==> src/rtl/seg_scan6.sv <==
// rtl/seg_scan6.sv - six-digit multiplexed 7-segment scan driver with blink and leading-zero blanking
module seg_scan6 #(
    parameter int CLK_HZ         = 50_000_000,
    parameter int SCAN_HZ        = 6_000,
    parameter int DEAD_CYC       = 16,
    parameter int BLINK_HZ       = 2,
    parameter int SEG_ACTIVE_LOW = 1,
    parameter int DIG_ACTIVE_LOW = 1
) (
    input  logic        clk,
    input  logic        rst_n,
    input  logic [23:0] bcd_in,
    input  logic        load,
    input  logic [5:0]  dp_mask,
    input  logic [5:0]  blink_mask,
    input  logic        lz_blank,
    output logic [6:0]  seg,
    output logic        dp,
    output logic [5:0]  dig
);

    localparam int DIV     = CLK_HZ / SCAN_HZ;
    localparam int HB      = CLK_HZ / (2 * BLINK_HZ);
    localparam int PC_W    = (DIV > 1) ? $clog2(DIV) : 1;
    localparam int BC_W    = (HB > 1) ? $clog2(HB) : 1;
    localparam logic SEG_INV = (SEG_ACTIVE_LOW != 0);
    localparam logic DIG_INV = (DIG_ACTIVE_LOW != 0);
    localparam logic [6:0] SEG_OFF = {7{SEG_INV}};
    localparam logic [5:0] DIG_OFF = {6{DIG_INV}};

    logic [PC_W-1:0] r_pc;
    logic [2:0]      r_idx;
    logic [BC_W-1:0] r_bc;
    logic            r_bp;
    logic [23:0]     r_sh;
    logic [6:0]      r_seg;
    logic            r_dp;
    logic [5:0]      r_dig;

    logic            w_pc_wrap;
    logic            w_bc_wrap;
    logic [3:0]      w_d;
    logic            w_dp_bit;
    logic            w_bl_bit;
    logic [5:0]      w_onehot;
    logic [6:0]      w_font;
    logic            w_blank;
    logic            w_en;
    logic [6:0]      w_seg_n;
    logic            w_dp_n;
    logic [5:0]      w_dig_n;

    assign w_pc_wrap = (r_pc == PC_W'(DIV - 1));
    assign w_bc_wrap = (r_bc == BC_W'(HB - 1));

    // Per-digit selection of the shadow nibble and its live mask bits
    always_comb begin
        w_d      = 4'd0;
        w_dp_bit = 1'b0;
        w_bl_bit = 1'b0;
        w_onehot = 6'd0;
        case (r_idx)
            3'd0: begin w_d = r_sh[3:0];   w_dp_bit = dp_mask[0]; w_bl_bit = blink_mask[0]; w_onehot = 6'b000001; end
            3'd1: begin w_d = r_sh[7:4];   w_dp_bit = dp_mask[1]; w_bl_bit = blink_mask[1]; w_onehot = 6'b000010; end
            3'd2: begin w_d = r_sh[11:8];  w_dp_bit = dp_mask[2]; w_bl_bit = blink_mask[2]; w_onehot = 6'b000100; end
            3'd3: begin w_d = r_sh[15:12]; w_dp_bit = dp_mask[3]; w_bl_bit = blink_mask[3]; w_onehot = 6'b001000; end
            3'd4: begin w_d = r_sh[19:16]; w_dp_bit = dp_mask[4]; w_bl_bit = blink_mask[4]; w_onehot = 6'b010000; end
            3'd5: begin w_d = r_sh[23:20]; w_dp_bit = dp_mask[5]; w_bl_bit = blink_mask[5]; w_onehot = 6'b100000; end
            default: ;
        endcase
    end

    always_comb begin
        w_font = 7'h40;
        case (w_d)
            4'd0: w_font = 7'h3F;
            4'd1: w_font = 7'h06;
            4'd2: w_font = 7'h5B;
            4'd3: w_font = 7'h4F;
            4'd4: w_font = 7'h66;
            4'd5: w_font = 7'h6D;
            4'd6: w_font = 7'h7D;
            4'd7: w_font = 7'h07;
            4'd8: w_font = 7'h7F;
            4'd9: w_font = 7'h6F;
            default: w_font = 7'h40;
        endcase
    end

    assign w_blank = (r_bp & w_bl_bit) | ((r_idx == 3'd5) & lz_blank & (w_d == 4'd0));
    assign w_en    = ~w_blank & (r_pc >= PC_W'(DEAD_CYC));

    // Lit-sense values converted to pin polarity in one place
    assign w_seg_n = (w_blank ? 7'd0 : w_font) ^ SEG_OFF;
    assign w_dp_n  = (~w_blank & w_dp_bit) ^ SEG_INV;
    assign w_dig_n = (w_en ? w_onehot : 6'd0) ^ DIG_OFF;

    always_ff @(posedge clk or negedge rst_n) begin
        if (!rst_n) begin
            r_pc  <= '0;
            r_idx <= 3'd0;
            r_bc  <= '0;
            r_bp  <= 1'b0;
            r_sh  <= 24'd0;
            r_seg <= SEG_OFF;
            r_dp  <= SEG_INV;
            r_dig <= DIG_OFF;
        end else begin
            if (w_pc_wrap) begin
                r_pc  <= '0;
                r_idx <= (r_idx == 3'd5) ? 3'd0 : r_idx + 3'd1;
            end else begin
                r_pc  <= r_pc + PC_W'(1);
            end
            if (w_bc_wrap) begin
                r_bc <= '0;
                r_bp <= ~r_bp;
            end else begin
                r_bc <= r_bc + BC_W'(1);
            end
            if (load) begin
                r_sh <= bcd_in;
            end
            r_seg <= w_seg_n;
            r_dp  <= w_dp_n;
            r_dig <= w_dig_n;
        end
    end

    assign seg = r_seg;
    assign dp  = r_dp;
    assign dig = r_dig;

endmodule

==> config.mk <==
export PLATFORM = sky130hd
export DESIGN_NAME = seg_scan6
export DESIGN_NICKNAME = d
export VERILOG_FILES = /design/src/rtl/seg_scan6.sv
export SDC_FILE = /design/constraint.sdc
export NUM_CORES = 1
export LEC_CHECK = 0
export CORE_ASPECT_RATIO = 1.25
export CORE_MARGIN = 8
export CORE_UTILIZATION = 31
export DETAILED_ROUTE_END_ITERATION = 10
export GPL_TIMING_DRIVEN = 0
export SLEW_MARGIN = 20
export SYNTH_ARGS = -nofsm -noshare
export SYNTH_HDL_FRONTEND = slang
export SYNTH_SLANG_ARGS = --single-unit
==> constraint.sdc <==
create_clock -name clk -period 6.63 [get_ports clk]
set_clock_uncertainty 0.1 [all_clocks]
set_input_delay 0.9945 -clock clk [delete_from_list [all_inputs] [get_ports clk]]
set_output_delay 0.9945 -clock clk [all_outputs]
set_load 0.05 [all_outputs]
# Word level (Yosys, flattened, before mapping)
# Memories as Yosys holds them, arrays and structs flattened.
# Cells that the tools add are included.
# op_classes
n_addsub,3
n_bitwise,11
eq_ne,7
n_reduce_logical,2
mux,9
order_cmp,1
# ops
operator,n
6-bit case mux with 6 select lines,1
24-bit by 1-bit adder with 24-bit output (second input constant),1
24-bit equality test (second input constant),1
24-bit 2-to-1 mux,1
4-bit case mux with 6 select lines,1
14-bit by 1-bit adder with 14-bit output (second input constant),1
14-bit equality test (second input constant),1
14-bit by 5-bit greater-or-equal comparator with 1-bit output (second input constant),1
14-bit 2-to-1 mux,1
1-bit case mux with 6 select lines,2
7-bit 2-to-1 mux,1
7-bit inverter,1
3-bit by 2-bit equality test with 1-bit output (second input constant),2
3-bit equality test (second input constant),2
6-bit 2-to-1 mux,1
6-bit inverter,1
1-bit AND,5
4-bit zero test,1
3-bit by 1-bit adder with 3-bit output (second input constant),1
3-bit by 1-bit equality test with 1-bit output (second input constant),1
3-bit zero test,1
3-bit 2-to-1 mux,1
1-bit inverter,3
1-bit bitwise OR,1
# word_totals
in_bits,40
mem_bits_ro,112
wordCells,42
memories,1
output_inout_bits,14
reg_bits,80
# mem_list
memory,words,word_bits,rd,rd_ports_with_merged_regs,write_ports,line,source
(name not given),16,7,1,0,0,75,case (w_d)

# Depth between registers and ports, before layout
# logic_depth
word_depth,9
mapped_depth,14
depth_no_buf,11

# Worst setup path after synthesis
# Ideal clock, no wire load.
# synth_path
path_type,reg-to-reg
startpoint,register r_idx[0]
endpoint,register r_dig[4] (netlist: dig[4])
path_slack_ns,3.823
stages_incl_launch_ff,15
path_buffers,3
arrival_time_ns,2.641
required_time_ns,6.464
path_cell_list,dfrtp_1 > buf_6 > buf_2 > inv_1 > nor2_1 > ha_1 > clkbuf_1 > a221o_1 > nor2_1 > ha_1 > nand3b_1 > a21oi_1 > nand2_1 > o211a_1 > nand4_1
# synth_between
elab_chain_len,9
word_cells_on_any_way,18
classes_between,eq/ne: 5; mux: 4; bitwise: 7; reduce/logical: 2
# synth_rtl
element,line,source
from (decl),32,logic [2:0] r_idx;
from (signal assigned),111,r_idx <= (r_idx == 3'd5) ? 3'd0 : r_idx + 3'd1;
3-bit equality test (tied with other cells),"62, 90",
4-bit case mux with 6 select lines,62,case (r_idx)
4-bit zero test,90,assign w_blank = (r_bp & w_bl_bit) | ((r_idx == 3'd5) & lz_blank & (w_d == 4'd0));
1-bit AND,90,
1-bit bitwise OR,90,
1-bit inverter,91,assign w_en = ~w_blank & (r_pc >= PC_W'(DEAD_CYC));
1-bit AND,91,
6-bit 2-to-1 mux *,96,assign w_dig_n = (w_en ? w_onehot : 6'd0) ^ DIG_OFF;
6-bit inverter (no line) *,-,
via w_dig_n[4],51,logic [5:0] w_dig_n;
to (signal assigned),126,r_dig <= w_dig_n;
to (decl),38,logic [5:0] r_dig;
# The timed path passes the listed nets; every way through them passes the cells marked *.
# A chain may end at the register's enable or synchronous reset.

# Worst setup path in the final report
# layout_path
startpoint,register r_idx[1]
endpoint,register r_dp (netlist: dp)
# layout_between
elab_chain_len,8
word_cells_on_any_way,17
classes_between,eq/ne: 5; mux: 3; bitwise: 7; reduce/logical: 2
# layout_rtl
element,line,source
3-bit equality test (tied with other cells),"62, 90",
4-bit case mux with 6 select lines,62,
4-bit zero test,90,
1-bit AND,90,
1-bit bitwise OR,90,
1-bit inverter,95,assign w_dp_n = (~w_blank & w_dp_bit) ^ SEG_INV;
1-bit AND *,95,
1-bit inverter (no line) *,-,
via w_dp_n,50,logic w_dp_n;
to (signal assigned),125,r_dp <= w_dp_n;
to (decl),37,logic r_dp;
# Marked as above.

==> key figures <==
Logic synthesis
  – Synth Area in Compound Gates: 8.15%
  – Mux contribution to synthesized area: 9.71%
  – Sequential area share after synthesis: 52.4%
  – Mapped Cells: 340
  – Synth warn: 0
  – Area contributors post-synth: dfrtp_1, dfstp_2, mux2_2, xnor2_1, xor2_1
  – Post-Syn Nets: 389
  – Netlist cell types: 51
  – Register bit total from synthesis: 80
  – Dominant cell type by area after synthesis: dfrtp_1
  – Synth Cell Area: 3850 µm²
  – Synth Area in XOR/XNOR: 7.28%
  – Synth Flop Type: dfrtp_1
  – Synth top area share: 42.9%
  – Adder-Cell Fraction of Synth Area: 2.92%
  – Post-synthesis async set-or-reset flop share: 100%
  – Simple-gate share of the synthesized area: 16.7%
  – Post-synth EDFFs: 0
  – Avg Inst Size Synth: 11.3 µm²
  – Combinational family with the most area after synthesis: simple AND/OR/NAND/NOR gates

STA
  – Slew Limit Fails: 0
  – Final setup margin: 3110 ps
  – Fin crit share: 53.1%
  – Max frequency: 284 MHz
  – Post-route setup TNS: 0 ps
  – Slew headroom: 45.0%
  – Fin crit period: 3520 ps
  – Slew @ Worst Pin: 817 ps
  – Finish-stage setup viols: 0
  – Unrepaired setup endpoints after global routing: false
  – Final hold violations: 0

GRT
  – Vias in the first global route: 2,984
  – Total GRT Usage: 11.5%
  – Antenna violations before repair: 0
  – First-pass GRT wire length: 14,800 µm
  – Total grt overflow: 0
  – Maximum number of pins on one net before global-route repair: 55

Critical path
  – Critical Setup Path Class: flop to flop
  – Critical path's top delay family: compound AO/OA/AOI/OAI gates
  – Worst r2r path cells: 13
  – CP max stage delay: 420 ps
  – Critical Path AT: 3630 ps
  – R2R Path Start: r_idx[1]
  – Crit-path cells: clkbuf_1 -> inv_1 -> nor2_1 -> ha_1 -> clkbuf_1 -> a221o_1 -> nor2_1 -> ha_1 -> nand3b_1 -> a21oi_1 -> nand2_1 -> o21a_1 -> o21ai_0
  – Startpoint types: flop
  – CP max stage cell: dfrtp_1
  – CP required: 6740 ps
  – Buf+Inv Stages, Crit Path: 3
  – Worst setup EP type: flop
  – End of the worst register-to-register path: dp
  – Reg2reg setup slack: 3110 ps
  – Critical Path Fanout Max: 10

Placement
  – Routability congestion estimate: 0.790
  – Post-Place Cell Area: 4600 µm²
  – I/O Buffers: 52
  – Place WS: 3200 ps
  – Post-DP HPWL: 6480 µm

Floorplan
  – I/O Pins: 54
  – Die H: 141 µm
  – Core area: 12,200 µm²
  – Die area: 16,300 µm²
  – Die W: 116 µm
  – Initial core utilization: 31.7%
  – Rows: 45

Cells and area
  – Fillers: 1,219
  – Syn-to-layout area delta: 26.3%
  – Nets: 453
  – Layout cell share with drive strength beyond 1: 16.6%
  – Post-route cell area: 4860 µm²
  – Most common cell after layout, fill and taps aside: dfrtp_1
  – Antenna diodes: 0
  – Final core occ: 40.0%
  – Most frequent cells in the layout: dfrtp_1, clkdlybuf4s50_1, nor2_1, mux2_2, nand2_1

CTS
  – Root Buffer: clkbuf_16
  – Sink Count: 80
  – Setup Fix Bufs, Post-CTS: 0
  – Clock Pin Slew Worst Setup and Hold Paths: 60 ps
  – PostCTS Resize Cnt: 0
  – Worst skew pair latency: 330 ps
  – H-tree Lvls: 3
  – Number of CTS-inserted buffers: 9
  – Cts hold-fix bufs: 0
  – Clk buf depth: 2
  – TritonCTS clock tree: built

Pwr
  – Comb power frac: 11.9%
  – NetSw: 0.000259 W
  – Internal: 0.000842 W
  – Sw frac: 23.5%
  – Clock power share: 40.3%
  – Max IR drop VDD: 0.0000920 V
  – Sequential power share: 47.8%
  – Overall power: 0.00110 W
  – Power Density: 226 nW/µm²
  – Pleak: 2.02 nW

Worst hold path
  – Hold path start: r_bc[21]
  – Worst hold stages: 1
  – HP Class: flop to flop
  – Hold EP: r_bc[21]

Route
  – Routed WL: 8570 µm
  – Starting DRC count in detailed routing: 125
  – Drt drc: 0
  – Length of the first detailed-routing pass in iterations: 7
  – Routed vias/inst: 4.84
  – Antenna viol nets, final: 0
  – Vias: 2,772
  – DR WL/cell: 15.0 µm

Job
  – Max cap viols: 0

Status
  – Outcome: complete, no violations
## kinds of logic (layout without fill, tap and decap cells)
group	Yosys count	in the layout
xor gates and xnor gates	32	32
and+or+nand+nor	121	121
DFF	80	80
buffers and inverters	24	93
adders and majority gates	9	9
AOI/OAI and AO/OA	41	41
muxes	33	33
## final cells by class
type                       instances  area, µm²  share of cell area, %
buffer                            13       66.3                   1.36
clock inverter                     1       5.00                  0.103
inverter                          11       41.3                  0.849
timing repair buffer              53        546                   11.2
sequential                        80       2020                   41.5
clock buffer                      15        258                   5.30
tap                              164        205                   4.22
multi-input combinational        236       1720                   35.4
## power groups by stage
stage          Clock (W)  Combinational [W]  Sequential [W]
2_1_floorplan          0          0.0000458        0.000559
3_3_place_gp           0           0.000129        0.000534
3_5_place_dp           0           0.000133        0.000535
4_1_cts         0.000459           0.000133        0.000527
5_1_grt         0.000478           0.000141        0.000529
6_report        0.000444           0.000131        0.000526
## Yosys cell counts, types with 4 or more instances
cell       n
nor3_1     4
o21ai_0    5
nand2_1   21
nand4_1    7
and3_1     8
mux2_2    25
ha_1       9
dfstp_2   14
clkbuf_1   6
and4_1     5
a211oi_1   6
nor2_1    29
mux2i_1    7
nand3_1   18
inv_1     11
xor2_1    14
xnor2_1   18
nor4_1     6
dfrtp_1   66
buf_2      5
a21oi_1    7
a22o_1     5
## layer usage
metal	wire (µm)	track usage, %	part of all wire (%)	vias up
met4	173	5.48	2.0	0
met1	3910	14.4	46	1358
met2	4030	17.7	47	69
li1	-	-	-	1333
met3	451	3.33	5.3	12
met5	0	0	0	-
## worst max-delay path by stage
stage                           to  slack, ps  startpoint  cells after the start
after global routing            dp       2900    r_idx[1]                     13
after detailed placement        dp       3200    r_idx[1]                     13
final                           dp       3110    r_idx[1]                     13
after CTS                   dig[0]       3180    r_idx[1]                     13
after global placement    r_sh[17]       1680       rst_n                      1
after floorplan             dig[4]       3820    r_idx[0]                     14
## sequential cells by signal, summed over array words and instances, names as in the netlist
name	cells
dp	1
r_sh	24
r_pc	14
r_idx	3
dig	6
seg	7
r_bc	24
r_bp	1
## metrics by stage
stage               hold slack [ps]  std cells
floorplan                       342        340
global placement                361        556
detailed placement              368        557
CTS                             384        573
global route                    402        573
finish                          388        573
No activity file was read; power rests on OpenSTA's default activity.
